File: src/rtl/bcd2421_seq_ctrl.sv
// Sequencing controller: streams the digits of a packed 8421 word, LSD first, through one
// external 8421->2421 converter and reassembles the packed 2421 result with a non-BCD mask.
module bcd2421_seq_ctrl #(
  parameter int unsigned DIGITS = 4
) (
  input  logic                  clk,
  input  logic                  rst_n,
  input  logic                  in_valid,
  output logic                  in_ready,
  input  logic [4*DIGITS-1:0]   in_bcd,
  output logic                  out_valid,
  input  logic                  out_ready,
  output logic [4*DIGITS-1:0]   out_code,
  output logic [DIGITS-1:0]     err_mask,
  output logic                  out_err,
  output logic                  busy,
  output logic [3:0]            conv_in,
  output logic                  conv_enb,
  input  logic [3:0]            conv_out
);

  typedef enum logic [1:0] {StIdle, StConv, StDone} state_e;

  localparam logic [2:0] LastIdx = 3'(DIGITS - 1);

  state_e                r_state;
  state_e                w_state_next;
  logic [2:0]            r_idx;
  logic [4*DIGITS-1:0]   r_hold;
  logic [4*DIGITS-1:0]   r_code;
  logic [DIGITS-1:0]     r_err;

  logic                  w_accept;
  logic                  w_last;
  logic [3:0]            w_digit;

  assign w_accept = (r_state == StIdle) && in_valid;
  assign w_last   = (r_idx == LastIdx);

  // Digit currently addressed by the index.
  always_comb begin
    w_digit = 4'd0;
    for (int i = 0; i < int'(DIGITS); i++) begin
      if (r_idx == 3'(i)) w_digit = r_hold[4*i +: 4];
    end
  end

  // State register.
  always_ff @(posedge clk) begin
    if (!rst_n) r_state <= StIdle;
    else        r_state <= w_state_next;
  end

  // Next-state logic.
  always_comb begin
    w_state_next = r_state;
    unique case (r_state)
      StIdle:  if (in_valid)  w_state_next = StConv;
      StConv:  if (w_last)    w_state_next = StDone;
      StDone:  if (out_ready) w_state_next = StIdle;
      default:                w_state_next = StIdle;
    endcase
  end

  // Output logic.
  always_comb begin
    in_ready  = 1'b0;
    out_valid = 1'b0;
    busy      = 1'b0;
    conv_enb  = 1'b0;
    conv_in   = 4'd0;
    unique case (r_state)
      StIdle: in_ready = 1'b1;
      StConv: begin
        busy     = 1'b1;
        conv_enb = 1'b1;
        conv_in  = w_digit;
      end
      StDone: begin
        busy      = 1'b1;
        out_valid = 1'b1;
      end
      default: in_ready = 1'b0;
    endcase
  end

  // Datapath: capture on accept, fill one result digit per CONV cycle.
  always_ff @(posedge clk) begin
    if (!rst_n) begin
      r_idx  <= 3'd0;
      r_hold <= '0;
      r_code <= '0;
      r_err  <= '0;
    end else if (w_accept) begin
      r_idx  <= 3'd0;
      r_hold <= in_bcd;
      r_code <= '0;
      r_err  <= '0;
    end else if (r_state == StConv) begin
      for (int i = 0; i < int'(DIGITS); i++) begin
        if (r_idx == 3'(i)) begin
          r_code[4*i +: 4] <= conv_out;
          r_err[i]         <= (w_digit > 4'd9);
        end
      end
      if (!w_last) r_idx <= r_idx + 3'd1;
    end
  end

  assign out_code = r_code;
  assign err_mask = r_err;
  assign out_err  = |r_err;

endmodule
File: config.mk
export PLATFORM = sky130hd
export DESIGN_NAME = bcd2421_seq_ctrl
export DESIGN_NICKNAME = d
export VERILOG_FILES = /design/src/rtl/bcd2421_seq_ctrl.sv
export SDC_FILE = /design/constraint.sdc
export NUM_CORES = 1
export LEC_CHECK = 0
export BUFFER_PORTS_ARGS = -buffer_cell sky130_fd_sc_hd__buf_4
export CELL_PAD_IN_SITES_DETAIL_PLACEMENT = 0
export CELL_PAD_IN_SITES_GLOBAL_PLACEMENT = 1
export CORE_MARGIN = 1.5
export CORE_UTILIZATION = 34
export DETAILED_ROUTE_END_ITERATION = 7
export HOLD_SLACK_MARGIN = 0.06
export PLACE_DENSITY_LB_ADDON = 0.1
export SLEW_MARGIN = 20
export SYNTH_ARGS = -nofsm -noshare
export SYNTH_HDL_FRONTEND = slang
export SYNTH_SLANG_ARGS = --single-unit
File: constraint.sdc
create_clock -name clk -period 1.7 [get_ports clk]
set_input_delay 0.255 -clock clk [delete_from_list [all_inputs] [get_ports clk]]
set_output_delay 0.255 -clock clk [all_outputs]
set_load 0.05 [all_outputs]
Word-level counts from Yosys, hierarchy flattened
Index checks and enable logic that the tools add are counted.
{"block": "totals", "word_cells": 48, "regBits": 41, "input_bits": 24, "output_inout_bits": 29}
{"block": "classes", "magnitude_cmp": 1, "addsub": 1, "eq_ne": 8, "bitwise_logic": 2, "n_reduce_logical": 12, "mux": 13}
{"operator": "4-bit two-way mux", "count": 5}
{"operator": "2-bit AND reduction", "count": 5}
{"operator": "3-bit by 2-bit equality test with 1-bit output (second input constant)", "count": 2}
{"operator": "2-bit two-way mux", "count": 3}
{"operator": "2-bit != test (second input constant)", "count": 3}
{"operator": "2-bit case mux with 3 select lines", "count": 1}
{"operator": "4-bit > comparator (second input constant)", "count": 1}
{"operator": "1-bit two-way mux", "count": 4}
{"operator": "2-bit OR reduction", "count": 2}
{"operator": "4-bit OR reduction", "count": 1}
{"operator": "3-bit by 1-bit adder with 3-bit output (second input constant)", "count": 1}
{"operator": "3-bit by 1-bit equality test with 1-bit output (second input constant)", "count": 1}
{"operator": "3-bit zero test", "count": 1}
{"operator": "3-bit AND reduction", "count": 1}
{"operator": "2-bit by 1-bit equality test with 1-bit output (second input constant)", "count": 1}
{"operator": "2-bit equality test (second input constant)", "count": 1}
{"operator": "2-bit zero test", "count": 1}
{"operator": "1-bit NOT", "count": 2}
{"operator": "1-bit logical AND", "count": 1}

Depth between registers and ports, before layout
{"block": "logic_depth", "ltp_word": 6, "ltp_mapped": 8, "depth_no_buf": 6}

Worst setup path before layout
OpenSTA, ideal clock, no wires.
{"block": "synth_path", "kind": "register -> output", "startpoint": "register r_state[1]", "endpoint": "output conv_in[0]", "arrival_time_ns": 2.475, "setup_slack_ns": -1.030, "path_stages_with_launch": 6, "required_time_ns": 1.445, "cell_sequence": "dfxtp_1 inv_1 ha_1 buf_6 clkbuf_1 a21boi_0"}
{"block": "synth_between", "elab_chain_cells": 2}
{"element": "start, declared", "line_no": "26", "source": "state_e r_state;"}
{"element": "start signal, assigned", "line_no": "50", "source": "if (!rst_n) r_state <= StIdle;"}
{"element": "start signal, assigned", "line_no": "51", "source": "else r_state <= w_state_next;"}
{"element": "2-bit by 1-bit equality test with 1-bit output", "line_no": "72", "source": "unique case (r_state)"}
{"element": "4-bit two-way mux", "line_no": "72"}
{"element": "end, declared", "line_no": "17", "source": "output logic [3:0] conv_in,"}
Every way passes these cells.

Worst setup path in the final report
{"block": "layout_path", "startpoint": "register r_idx[1]", "endpoint": "output conv_in[3]"}
{"block": "layout_between", "elab_chain_cells": 6, "word_cells_on_any_way": 9, "classes_between": "eq/ne: 3; mux: 5; reduce/logical: 1"}
{"element": "start, declared", "line_no": "28", "source": "logic [2:0] r_idx;"}
{"element": "start signal, assigned", "line_no": "106", "source": "if (!w_last) r_idx <= r_idx + 3'd1;"}
{"element": "3-bit zero test", "line_no": "44", "source": "if (r_idx == 3'(i)) w_digit = r_hold[4*i +: 4];"}
{"element": "4-bit two-way mux (3 in a row)", "line_no": "44"}
{"element": "4-bit two-way mux *", "line_no": "44"}
{"element": "4-bit two-way mux *", "line_no": "72"}
Every way passes the cells marked *; elsewhere a longest branch is shown, timed or not.

==> reports/summary.log <==
qor: yosys.synth_area_per_cell 8.66 um2
qor: detailed_routing.post_drt_via_cell_ratio 4.65
qor: global_route.grt_start_max_net_pins 20
qor: detailed_routing.vias 1703
qor: sta.sum_neg_setup_slack -1.07 ns
qor: critical_path.setup.worst_path.class reg -> out
qor: sta.fin_skew 0.00609 ns
qor: sta.maxSlewViolCount 0
qor: layout.area.growth.synth_to_final 48.5%
qor: layout.commonest_non_fill_non_tap_cells_in_the_layout sky130_fd_sc_hd__buf_4, sky130_fd_sc_hd__nand2_1, sky130_fd_sc_hd__dfxtp_1, sky130_fd_sc_hd__nor2_1, sky130_fd_sc_hd__a21boi_0
qor: floorplanning.dieArea 0.00601 mm2
qor: detailed_routing.post-route-drc-count 0
qor: yosys.register_area_share_after_synthesis 43.5%
qor: layout.final.fill_count 522
qor: place.place_inst 351
qor: critical_path.critical_path.max_fanout 4
qor: clock_tree.cts.sinks 41
qor: critical_path.critical_path_cell_by_cell inv_4 > ha_4 > and2_1 > o311a_1 > o21a_4 > buf_6
qor: sta.setup_slack -0.295 ns
qor: yosys.synth-edff-count 0
qor: sta.rsz0062_at_grt yes
qor: place.dp_hpwl 3480 um
qor: sta.finalCritPeriodShare 117%
qor: critical_path.crit_required 1.44 ns
qor: yosys.post-synth-top-area-fraction 43.5%
qor: power.power_per_cell_area 824 mW/mm2
qor: detailed_routing.total_iterations_of_the_first_detailed_routing_run 4
qor: clock_tree.cts_root_buf sky130_fd_sc_hd__clkbuf_8
qor: global_route.initial_antenna_violation_count 0
qor: yosys.synth.lib_cells_used.distinct 33
qor: layout.layout.nets 327
qor: critical_path.worstSetupStartpointType flip-flop
qor: run_status.failing_checks negative setup slack
qor: critical_path.critical_path_buf_inv_count 2
qor: yosys.post_synth_instance_area 0.00189 mm2
qor: layout.final_layout_size_suffix_gt1_share 39.2%
qor: detailed_routing.avgRoutedWirePerCell 12.7 um
qor: floorplanning.core 0.00524 mm2
qor: sta.final-hold-violation-count 0
qor: yosys.yosys_register_bits 41
qor: yosys.synth_top_cells_by_area sky130_fd_sc_hd__dfxtp_1, sky130_fd_sc_hd__nand2_1, sky130_fd_sc_hd__a21boi_0, sky130_fd_sc_hd__mux2i_1, sky130_fd_sc_hd__ha_1
qor: worst_hold_path.timing.hold.worst.class in -> reg
qor: power.p_seq_share 44.8%
qor: global_route.grt_util_all_layers 16.7%
qor: layout.final-instance-count-excl-fill 366
qor: yosys.synthesis.instances 218
qor: detailed_routing.dr.first_iter.drc_count 49
qor: critical_path.timing.reg2reg.worst_path_depth 8
qor: yosys.mappedNetlistNets 250
qor: sta.worst-slew-pin-transition 0.298 ns
qor: critical_path.cpPeakStageDelay 0.37 ns
qor: sta.setup_viol 4
qor: sta.worst_hold_slack 0.209 ns
qor: floorplanning.ports 53
qor: floorplanning.chipHeight 77.5 um
qor: power.p_leak 1.25 nW
qor: critical_path.timing.critical_path.to_type output pin
qor: global_route.grt_pass1_wl 7940 um
qor: floorplanning.die_width 77.5 um
qor: floorplanning.initial_core_util 36.0%
qor: clock_tree.clkSlewWorstSetupHoldPaths 0.07 ns
qor: critical_path.r2r-end err_mask[0]
qor: worst_hold_path.hold_path_end r_hold[8]
qor: critical_path.worst_path_max_delay_cell sky130_fd_sc_hd__dfxtp_4
qor: clock_tree.clkLatencyLatePin 0.29 ns
qor: critical_path.reg2reg_from r_idx[1]
qor: detailed_routing.wl 4630 um
qor: detailed_routing.drt.antenna.violating_nets 0
qor: layout.antennaDiodeCount 0
qor: clock_tree.htree_levels 2
qor: worst_hold_path.hold_path_startpoint in_bcd[8]
qor: global_route.grt_pass1_vias 1629
qor: power.power_frac_comb 25.2%
qor: power.internal_power 1.65 mW
qor: power.clkPwrFrac 29.9%
qor: yosys.synthDominantAreaCellType sky130_fd_sc_hd__dfxtp_1
qor: sta.min_period 1.99 ns
qor: clock_tree.cts_max_path_buffers 2
qor: sta.fmax 501 MHz
qor: clock_tree.tritoncts.num_buffers 5
qor: yosys.synth-warning-count 0
qor: critical_path.cell_family_with_the_largest_share_of_critical_path_delay compound AO/OA/AOI/OAI gates
qor: global_route.grt-ovfl-total 0
qor: critical_path.worstPathArrival 1.74 ns
qor: place.gp_routability_congestion 0.776
qor: sta.timing.max_slew.rel_slack 80.1%
qor: flow_run.cap_viol_max_count 0
qor: critical_path.r2r_slack 0.07 ns
qor: place.placement.setup.worst_slack -0.154 ns
qor: layout.final_common_cell sky130_fd_sc_hd__buf_4
qor: power.irDropWorstVdd 0.000521 V
qor: yosys.synth_flop_cell sky130_fd_sc_hd__dfxtp_1
qor: run_status.outcome complete, but fails checks
qor: floorplanning.rows 26
qor: worst_hold_path.worst_hold_path.num_cells 3
qor: power.p_sw 662 uW
qor: clock_tree.cts_tree done
qor: place.port_buffers 52
qor: clock_tree.hold_buf_count_cts 0
qor: power.netSwitchingFraction 28.7%
qor: yosys.synthArstFlopShare 0%
==> cell families after synthesis <==
| family | after synthesis | share of synthesized area, % |
|---|---|---|
| adder cells (fa/ha/maj) | 8 | 5.30 |
| AO/OA/AOI/OAI | 45 | 16.6 |
| flip-flops | 41 | 43.5 |
| multiplexers | 12 | 6.36 |
| AND/OR/NAND/NOR | 92 | 22.9 |
| buffers and inverters | 19 | 4.84 |
| XOR/XNOR | 1 | 0.464 |
==> power groups by stage <==
stage          sequential [mW]  clock [mW]  combinational [mW]
2_1_floorplan             1.07           0               0.336
3_3_place_gp              1.06           0               0.529
3_5_place_dp              1.06           0               0.533
4_1_cts                   1.04       0.719               0.561
5_1_grt                   1.04       0.761               0.634
6_report                  1.04       0.691               0.583
==> tightest hold or removal path, cell delays in order <==
cell	delay [ns]
sky130_fd_sc_hd__buf_4	0.11
sky130_fd_sc_hd__nand2_1	0.04
sky130_fd_sc_hd__a21boi_1	0.05
==> what timing repair did <==
| action | CTS | global route |
|---|---|---|
| pin swaps | 7 | 5 |
| resized for setup | 24 | 10 |
| setup buffers | 4 | 4 |
| setup endpoints to repair | 8 | 10 |
==> synth_stat cells, drive strengths merged, types with 5 or more instances <==
| cell | instances |
|---|---|
| nand2 | 44 |
| dfxtp | 41 |
| a21boi | 20 |
| nor2 | 20 |
| mux2i | 12 |
| ha | 8 |
| clkbuf | 7 |
| nand3 | 7 |
| o21ai | 7 |
| buf | 6 |
| inv | 6 |
| a21oi | 5 |
==> sequential cells by signal (all words and copies together), names as in the netlist <==
register / cells
out_code: 16
r_hold: 16
err_mask: 4
r_state: 2
r_idx: 3
==> cell type report <==
class,count,area (um2),share of cell area [%]
inverter,6,27.5,0.982
multi-input combinational,158,1110,39.4
tap,70,87.6,3.12
timing repair buffer,83,653,23.3
clock buffer,7,96.3,3.44
sequential,41,828,29.5
clock inverter,1,5.00,0.178
==> how the worst max path moves through the flow <==
stage	start	end	slack (ns)	cells after the start
6_report	r_idx[1]	conv_in[3]	-0.29	6
5_1_grt	r_idx[1]	conv_in[2]	-0.37	8
4_1_cts	r_idx[1]	conv_in[3]	-0.30	6
3_5_place_dp	r_idx[0]	conv_in[3]	-0.15	6
3_3_place_gp	r_idx[0]	conv_in[3]	-0.12	6
2_1_floorplan	r_idx[0]	conv_in[3]	0.002	5
==> metal layers <==
metal	up-vias	GRT usage, %	part of all wire [%]
li1	883	-	-
met1	780	22.3	49
met2	32	26.4	46
met3	8	3.65	3.9
met4	0	6.00	1.4
met5	-	0	0
==> through the flow <==
step	area (um2)	power [mW]	util [%]
after floorplan	1950	1.41	-
after global placement	2540	1.58	48.5
after detailed placement	2540	1.59	48.5
after CTS	2750	2.32	52.4
after global routing	2800	2.44	53.5
final	2800	2.31	53.5
Power figures use the tool's default switching activity.
